### config.mk
export PLATFORM = sky130hd
export DESIGN_NAME = if_fetch_ctrl_flat
export DESIGN_NICKNAME = d
export VERILOG_FILES = /design/src/rtl/if_fetch_ctrl_pkg.sv /design/src/rtl/if_fetch_ctrl_if.sv /design/src/rtl/if_fetch_ctrl_perf.sv /design/src/rtl/if_fetch_ctrl.sv /design/src/flat_wrapper.sv
export SDC_FILE = /design/constraint.sdc
export NUM_CORES = 1
export LEC_CHECK = 0
export CAP_MARGIN = 20
export CORE_UTILIZATION = 34
export CTS_CLUSTER_DIAMETER = 100
export DETAILED_ROUTE_END_ITERATION = 10
export PLACE_DENSITY_LB_ADDON = 0.08
export SLEW_MARGIN = 25
export SYNTH_ARGS = -nofsm -noshare
export SYNTH_HDL_FRONTEND = slang
export SYNTH_HIERARCHICAL = 1
export SYNTH_SLANG_ARGS = --single-unit
export TNS_END_PERCENT = 100
### constraint.sdc
create_clock -name clk -period 1.9 [get_ports clk]
set_input_delay 0.57 -clock clk [delete_from_list [all_inputs] [get_ports clk]]
set_output_delay 0.57 -clock clk [all_outputs]
set_load 0.02 [all_outputs]
### src/rtl/if_fetch_ctrl_pkg.sv
// Shared FSM encoding, PC-select codes and widths for the fetch sequencing controller.
package if_pkg;

  typedef enum logic [1:0] {
    HOLD = 2'd0,
    RUN  = 2'd1,
    EXC  = 2'd2
  } fetchState_e;

  localparam logic [1:0] PCSEL_SEQ = 2'd0;
  localparam logic [1:0] PCSEL_BR  = 2'd1;
  localparam logic [1:0] PCSEL_JMP = 2'd2;
  localparam logic [1:0] PCSEL_EXC = 2'd3;

  localparam int CAUSE_W = 4;

  function automatic int maxOf(input int a, input int b);
    return (a > b) ? a : b;
  endfunction

endpackage

### src/rtl/if_fetch_ctrl_if.sv
// Request/control bundle between the pipeline and the fetch sequencing controller.
interface if_fetch_ctrl_if;
  import if_pkg::*;

  logic [31:0]        pc_current;
  logic               stall_req;
  logic               p2_isBranch;
  logic               p2_alu_flag_N;
  logic               isJump;
  logic               isException;
  logic [CAUSE_W-1:0] exc_cause;
  logic               exc_ret;
  logic               imem_ready;

  logic               pcWrite;
  logic [1:0]         pc_sel;
  logic               p1_pipeline_regWrite;
  logic               p1_flush;
  logic [31:0]        epc;
  logic [CAUSE_W-1:0] cause;
  logic               exc_active;

  modport master (
    output pc_current, stall_req, p2_isBranch, p2_alu_flag_N, isJump,
           isException, exc_cause, exc_ret, imem_ready,
    input  pcWrite, pc_sel, p1_pipeline_regWrite, p1_flush, epc, cause, exc_active
  );

  modport slave (
    input  pc_current, stall_req, p2_isBranch, p2_alu_flag_N, isJump,
           isException, exc_cause, exc_ret, imem_ready,
    output pcWrite, pc_sel, p1_pipeline_regWrite, p1_flush, epc, cause, exc_active
  );

endinterface

### src/rtl/if_fetch_ctrl_perf.sv
// Free-running stall and redirect event counters for the fetch controller (IF_FETCH_CTRL_PERF_EN builds).
module if_perf_counters (
  input  logic        clk,
  input  logic        reset,
  input  logic        stallEvt,
  input  logic        redirectEvt,
  output logic [31:0] stall_cycles,
  output logic [31:0] redirect_count
);

  // Both counters simply wrap; software samples deltas.
  always_ff @(posedge clk or negedge reset) begin
    if (!reset) begin
      stall_cycles   <= '0;
      redirect_count <= '0;
    end else begin
      if (stallEvt)    stall_cycles   <= stall_cycles + 32'd1;
      if (redirectEvt) redirect_count <= redirect_count + 32'd1;
    end
  end

endmodule

### src/rtl/if_fetch_ctrl.sv
// Fetch-stage sequencer: reset hold-off, exception entry, redirect, stall and memory wait.
// Optional IF_FETCH_CTRL_PERF_EN adds stall_cycles / redirect_count outputs.
import if_pkg::*;

module if_fetch_ctrl #(
  parameter int RESET_HOLD = 2,
  parameter int EXC_FLUSH  = 2
) (
  input logic clk,
  input logic reset,
  if_fetch_ctrl_if.slave bus
`ifdef IF_FETCH_CTRL_PERF_EN
  ,
  output logic [31:0] stall_cycles,
  output logic [31:0] redirect_count
`endif
);

  localparam logic [1:0] ST_HOLD = HOLD;
  localparam logic [1:0] ST_RUN  = RUN;
  localparam logic [1:0] ST_EXC  = EXC;

  localparam int CNT_W = $clog2(maxOf(RESET_HOLD, EXC_FLUSH)) + 1;
  localparam logic [CNT_W-1:0] HOLD_INIT = CNT_W'(RESET_HOLD - 1);
  localparam logic [CNT_W-1:0] EXC_INIT  = CNT_W'(EXC_FLUSH - 1);

  logic [1:0]         state;
  logic [CNT_W-1:0]   cnt;
  logic [31:0]        epcQ;
  logic [CAUSE_W-1:0] causeQ;
  logic               excActive;

  logic               pcWriteC;
  logic [1:0]         pcSelC;
  logic               regWriteC;
  logic               flushC;
  logic               excTake;

  // Mealy decode; the default is the quiet flushing profile used by HOLD and reset.
  always_comb begin
    pcWriteC  = 1'b0;
    pcSelC    = PCSEL_SEQ;
    regWriteC = 1'b0;
    flushC    = 1'b1;
    excTake   = 1'b0;
    case (state)
      ST_RUN: begin
        if (bus.isException && !excActive) begin
          excTake  = 1'b1;
          pcSelC   = PCSEL_EXC;
          pcWriteC = 1'b1;
        end else if (bus.isJump || (bus.p2_isBranch && bus.p2_alu_flag_N)) begin
          pcSelC   = bus.isJump ? PCSEL_JMP : PCSEL_BR;
          pcWriteC = 1'b1;
        end else if (bus.stall_req || !bus.imem_ready) begin
          // A decode stall keeps the held instruction; a pure memory wait injects a bubble.
          flushC = !bus.stall_req;
        end else begin
          pcWriteC  = 1'b1;
          regWriteC = 1'b1;
          flushC    = 1'b0;
        end
      end
      ST_EXC: begin
        pcWriteC = bus.imem_ready;
      end
      default: ;
    endcase
  end

  // State, hold-off counter and exception capture; exc_ret only clears when no new entry.
  always_ff @(posedge clk or negedge reset) begin
    if (!reset) begin
      state     <= ST_HOLD;
      cnt       <= HOLD_INIT;
      epcQ      <= '0;
      causeQ    <= '0;
      excActive <= 1'b0;
    end else begin
      case (state)
        ST_HOLD, ST_EXC: begin
          if (cnt == '0) state <= ST_RUN;
          else           cnt   <= cnt - CNT_W'(1);
        end
        ST_RUN: begin
          if (excTake) begin
            state <= ST_EXC;
            cnt   <= EXC_INIT;
          end
        end
        default: state <= ST_HOLD;
      endcase
      if (excTake) begin
        epcQ      <= bus.pc_current;
        causeQ    <= bus.exc_cause;
        excActive <= 1'b1;
      end else if (bus.exc_ret) begin
        excActive <= 1'b0;
      end
    end
  end

  assign bus.pcWrite              = pcWriteC;
  assign bus.pc_sel               = pcSelC;
  assign bus.p1_pipeline_regWrite = regWriteC;
  assign bus.p1_flush             = flushC;
  assign bus.epc                  = epcQ;
  assign bus.cause                = causeQ;
  assign bus.exc_active           = excActive;

`ifdef IF_FETCH_CTRL_PERF_EN
  // In RUN, a withheld PC write is a stall and any non-sequential write is a redirect or entry.
  if_perf_counters perf (
    .clk            (clk),
    .reset          (reset),
    .stallEvt       (state == ST_RUN && !pcWriteC),
    .redirectEvt    (state == ST_RUN && pcWriteC && pcSelC != PCSEL_SEQ),
    .stall_cycles   (stall_cycles),
    .redirect_count (redirect_count)
  );
`endif

endmodule

### src/flat_wrapper.sv
// flat-port wrapper written by rule: the top's interface ports become plain ports
module if_fetch_ctrl_flat 
#(
  parameter int RESET_HOLD = 2,
  parameter int EXC_FLUSH  = 2
)
  (clk, reset, bus_pc_current, bus_stall_req, bus_p2_isBranch, bus_p2_alu_flag_N, bus_isJump, bus_isException, bus_exc_cause, bus_exc_ret, bus_imem_ready, bus_pcWrite, bus_pc_sel, bus_p1_pipeline_regWrite, bus_p1_flush, bus_epc, bus_cause, bus_exc_active);
  if_fetch_ctrl_if bus_i ();
  input logic clk;
  input logic reset;
  input wire logic [$bits(bus_i.pc_current)-1:0] bus_pc_current;
  input wire logic [$bits(bus_i.stall_req)-1:0] bus_stall_req;
  input wire logic [$bits(bus_i.p2_isBranch)-1:0] bus_p2_isBranch;
  input wire logic [$bits(bus_i.p2_alu_flag_N)-1:0] bus_p2_alu_flag_N;
  input wire logic [$bits(bus_i.isJump)-1:0] bus_isJump;
  input wire logic [$bits(bus_i.isException)-1:0] bus_isException;
  input wire logic [$bits(bus_i.exc_cause)-1:0] bus_exc_cause;
  input wire logic [$bits(bus_i.exc_ret)-1:0] bus_exc_ret;
  input wire logic [$bits(bus_i.imem_ready)-1:0] bus_imem_ready;
  output wire logic [$bits(bus_i.pcWrite)-1:0] bus_pcWrite;
  output wire logic [$bits(bus_i.pc_sel)-1:0] bus_pc_sel;
  output wire logic [$bits(bus_i.p1_pipeline_regWrite)-1:0] bus_p1_pipeline_regWrite;
  output wire logic [$bits(bus_i.p1_flush)-1:0] bus_p1_flush;
  output wire logic [$bits(bus_i.epc)-1:0] bus_epc;
  output wire logic [$bits(bus_i.cause)-1:0] bus_cause;
  output wire logic [$bits(bus_i.exc_active)-1:0] bus_exc_active;
  assign bus_i.pc_current = bus_pc_current;
  assign bus_i.stall_req = bus_stall_req;
  assign bus_i.p2_isBranch = bus_p2_isBranch;
  assign bus_i.p2_alu_flag_N = bus_p2_alu_flag_N;
  assign bus_i.isJump = bus_isJump;
  assign bus_i.isException = bus_isException;
  assign bus_i.exc_cause = bus_exc_cause;
  assign bus_i.exc_ret = bus_exc_ret;
  assign bus_i.imem_ready = bus_imem_ready;
  assign bus_pcWrite = bus_i.pcWrite;
  assign bus_pc_sel = bus_i.pc_sel;
  assign bus_p1_pipeline_regWrite = bus_i.p1_pipeline_regWrite;
  assign bus_p1_flush = bus_i.p1_flush;
  assign bus_epc = bus_i.epc;
  assign bus_cause = bus_i.cause;
  assign bus_exc_active = bus_i.exc_active;
  if_fetch_ctrl #(.RESET_HOLD(RESET_HOLD), .EXC_FLUSH(EXC_FLUSH)) u_core (.clk(clk), .reset(reset), .bus(bus_i));
endmodule
== Word level (Yosys, flattened, before mapping) ==
Index checks and enable logic that the tools add are counted.
Operators by class
  add/sub/neg operators: 1
  multiply operators: 0
  div/mod/pow operators: 0
  order comparisons: 0
  equality and inequality tests: 5
  shift-type cells: 0
  muxes and demuxes: 25
  bitwise gates (word level): 0
  reductions and logical operators: 14
Operator list (count)
  $mux 2: 8
  $mux 1: 14
  $pmux 2 s2: 2
  $logic_not 2->1: 2
  $ne 2x1->1 const B: 2
  $reduce_bool 2->1: 2
  $logic_not 1->1: 3
  $reduce_and 3->1: 1
  $eq 2x1->1 const B: 1
  $eq 2x2->1 const B: 1
  $logic_and 1x1->1: 2
  $logic_or 1x1->1: 2
  $ne 2x2->1 const B: 1
  $pmux 1 s2: 1
  $reduce_and 2->1: 1
  $reduce_or 2->1: 1
  $sub 2x1->2 const B: 1
Word-level totals
  bits in registers: 41
  bits in latches: 0
  memory bits (writable): 0
  memory bits (read-only): 0
  logic and storage cells: 50
  memories: 0

== Depth between registers and ports, before layout ==
  word-level depth: 6
  gate-level depth with buffers: 7
  mapped depth without buffers: 5

== Worst setup path after synthesis ==
Ideal clock, no wire load.
  path kind: reg-to-output
  from: register u_core.state[1]
  to: output bus_pc_sel[0]
  arrival time: 1.326 ns
  required time: 1.330 ns
  path slack: 0.004 ns
  cell stages (with the launch flop): 6
  cell sequence: dfrtp_1 > inv_1 > ha_1 > buf_4 > nand2b_1 > o21ai_0
Between the ends
  cells in the longest elaborated chain, start to end: 2
Ends and longest elaborated chain
  start, declared: line if_fetch_ctrl.sv:27  | logic [1:0] state;
  start signal, assigned: line if_fetch_ctrl.sv:74  | state <= ST_HOLD;
  start signal, assigned: line if_fetch_ctrl.sv:82  | if (cnt == '0) state <= ST_RUN;
  start signal, assigned: line if_fetch_ctrl.sv:87  | state <= ST_EXC;
  $eq 2x1->1: line if_fetch_ctrl.sv:46  | case (state)
  $mux 2: line if_fetch_ctrl.sv:46
  end, declared: line flat_wrapper.sv:21  | output wire logic [$bits(bus_i.pc_sel)-1:0] bus_pc_sel;
No other way between the ends.

== Worst setup path in the final report ==
  from: register u_core.state[0]
  to: output bus_pcWrite
Between the ends
  cells in the longest elaborated chain, start to end: 2
  elaborated cells between the ends (all ways): 3
  those cells by class: eq/ne (2); mux (1)
Ends and longest elaborated chain
  $eq 2x2->1 / $eq 2x1->1 (equally long branches): line if_fetch_ctrl.sv:46
  $pmux 1 s2 *: line if_fetch_ctrl.sv:46
  end, declared: line flat_wrapper.sv:20  | output wire logic [$bits(bus_i.pcWrite)-1:0] bus_pcWrite;
Every way passes the cells marked *; elsewhere a longest branch is shown, timed or not.

==> results.md <==
- 5 — Finish-stage setup viols
- 77.0 um — Die Height
- 0.537 — sequential cell area fraction in the yosys report
- 0.29 ns — Clk Latency, worst-skew pair
- 7520 um — global-route wire length before repair
- 0 — total congestion overflow
- 2 — largest buffer count on any clock path
- 0 — final number of hold-violating endpoints
- 173 — net count of the mapped netlist
- 1910 sq um — combined area of all synthesized cells
- 122 — cells after synthesis
- 0.362 — proportion of layout cells with a drive suffix above 1
- dfrtp_1 (52%), mux2_4 (28%), ha_1 (3.9%) — biggest area contributors in the synthesized netlist
- 2 — # H-tree levels
- clkdlybuf4s50_1 (72), dfrtp_1 (40), mux2_4 (36) — most frequent cells in the layout
- flop to output port — Setup CP Type
- 429 — fill cell total of the finished layout
- 5 — TritonCTS buffer count
- 0 — DRC violation count after routing
- 0.00934 ns — Worst Skew
- 77.0 um — die width
- 26 — number of cell rows
- 41 — total number of clock tree sinks
- 2.04 ns — minimum period implied by the final worst setup slack
- clkdlybuf4s50_1 — most common cell after layout, fill and taps aside
- 0.02 ns — r2r setup slk
- dfrtp_1 — most area-hungry cell type in the Yosys netlist
- 3 — crit-path max FO
- 0.523 — post-synth top area share
- 797 uV — maximum VDD drop
- 62.2% — area overhead of the layout relative to synthesis
- 1441 — vias in the first global route
- 0 — max_cap viols
- 490 MHz — Max Clk Rate
- 275 — Net count, final
- done — TritonCTS clock tree
- 6 — number of warnings printed during yosys synthesis
- flop — nature of the critical path startpoint
- 41 — number of storage elements in the synthesis netlist
- 0.710 — global placer's final weighted congestion
- 3110 sq um — area of all placed cells without fillers
- input port to async pin — class of the most critical hold timing path
- 4610 um — WL final
- output port — Worst setup EP type
- complete, but fails checks — outcome
- 15.7 sq um — synthesized area per cell
- 0 — number of antenna violations at the first check in global routing
- 1.33 ns — required time of the critical path
- 75 — starting DRC count in detailed routing
- 1700 nW/um^2 — power density of the placed cells
- 87 — Boundary Pins
- 0.00149 uW — static leakage
- 5930 sq um — floorplan die area
- 4 — first-pass detailed-route iteration total
- 0 — total count of max-transition violations in the final report
- 283 — placed instance count
- 0 — number of inserted diodes
- 24 — count of unique library cells instantiated by Yosys
- setup timing — violated checks
- 1.47 ns — arrival time at the worst endpoint
- 0 — hold buffers post-CTS
- 0.670 ns — slew at the pin with the worst max-slew slack
- 0.363 — initial standard-cell utilization of the core
- 4.61 — drt via density
- yes — setup repair after global routing missed its margin
- 0.163 — GR Util All Layers
- 1.07 — fin crit share
- 5270 sq um — standard cell core area
- 0.08 ns — clock slew seen by the registers of the worst setup and hold paths
- 0.553 — worst slew margin relative to its limit
- 294 — number of cells in the finished layout apart from fillers
- clkbuf_8 — CTS root buffer
- 5280 uW — Overall Power
- 38 — maximum number of pins on one net before global-route repair
- -0.140 ns — final worst-path setup slack
- 1356 — number of vias after detailed routing
- 0 — final antenna-violating net count
- 3320 um — HPWL after detailed placement
- 2890 sq um — Area after DPL
- 86 — Port Buffers
- 15.7 um — drt wl/cell
[stage by stage]
step	TNS [ns]	worst slack [ns]	hold slack, ns	util
after floorplan	0	0.00378	0.274	-
final	-0.451	-0.140	0.239	0.589
after global placement	-13.32	-0.753	0.490	0.549
after CTS	-0.469	-0.148	0.248	0.586
after global routing	-2.65	-0.214	0.268	0.589
after detailed placement	-14.96	-0.803	0.493	0.549
[Yosys cell counts]
master and number:
dfrtp_1 40, mux2_4 36, inv_1 7, ha_1 6
nand2_1 6, buf_6 4, o21ai_0 3, a21oi_1 2
mux2_2 2, nand2b_1 2, a2111o_1 1, a21bo_2 1
a221oi_1 1, a2bb2oi_1 1, and4_1 1, buf_4 1
dfstp_2 1, nand3_1 1, nand3b_4 1, nor2_1 1
o211ai_1 1, o2bb2ai_1 1, o311ai_0 1, o32ai_1 1
[sequential cells by signal, indices dropped and copies added, names as in the netlist]
| register | count |
|---|---|
| u_core/bus.exc_active | 1 |
| u_core/state | 2 |
| u_core/bus.cause | 4 |
| u_core/bus.epc | 32 |
| u_core/cnt | 2 |
[cells by family after synthesis]
family	after synthesis	synth area share
flops	41	0.537
mux	38	0.294
buf+inv	12	0.0412
simple gates	12	0.0379
fa+ha+maj	6	0.0392
compound gates	13	0.0510
[critical path, stage by stage, from the launching register on]
cell and delay [ns]:
dfrtp_1 0.42, buf_6 0.14, inv_6 0.04, ha_4 0.27, nand2_2 0.05, o2bb2ai_2 0.14
buf_6 0.13
[repair_timing]
action                     4_1_cts  5_1_grt
cloned                           0        0
setup endpoints to repair       42       42
buffers inserted                 3        1
resized for setup               55        3
hold endpoints to repair         0        0
pin swaps                        3        0
[layout make-up]
class	instances	area, sq um	area share
repair buffers	100	977	0.315
clock buffers	5	68.8	0.0222
inverters	7	31.3	0.0101
clock inverters	2	35.0	0.0113
multi-input cells	69	878	0.283
flip-flops and latches	41	1030	0.331
well taps	70	87.6	0.0282
[layer usage]
layer / vias up / routed length [um] / GRT usage
met3: 6 / 244 / 0.0393
met5: - / 0 / 0
met2: 47 / 2360 / 0.280
met1: 674 / 1940 / 0.201
li1: 629 / - / -
met4: 0 / 58 / 0.0509
[final timing paths]
| kind | startpoint | end | depth (start not counted) |
|---|---|---|---|
| worst max-delay path | u_core/state[0]$_DFFE_PN0P_ | bus_pcWrite | 6 |
| worst min-delay path | reset | u_core/bus.epc[18]$_DFFE_PN0P_ | 1 |
| worst max register to register | u_core/state[0]$_DFFE_PN0P_ | u_core/bus.epc[28]$_DFFE_PN0P_ | 5 |
| worst min register to register | u_core/bus.epc[7]$_DFFE_PN0P_ | u_core/bus.epc[7]$_DFFE_PN0P_ | 1 |
| max in group asynchronous | reset | u_core/cnt[0]$_DFFE_PN1P_ | 2 |
| min in group clk | u_core/bus.epc[7]$_DFFE_PN0P_ | u_core/bus.epc[7]$_DFFE_PN0P_ | 1 |
[where the power goes]
group	total (uW)	switching [uW]	internal, uW
combinational	3040	1280	1750
sequential	1570	246	1330
clock	668	286	382
total	5280	1820	3460
Note: power is estimated with default switching activity, not from simulation.
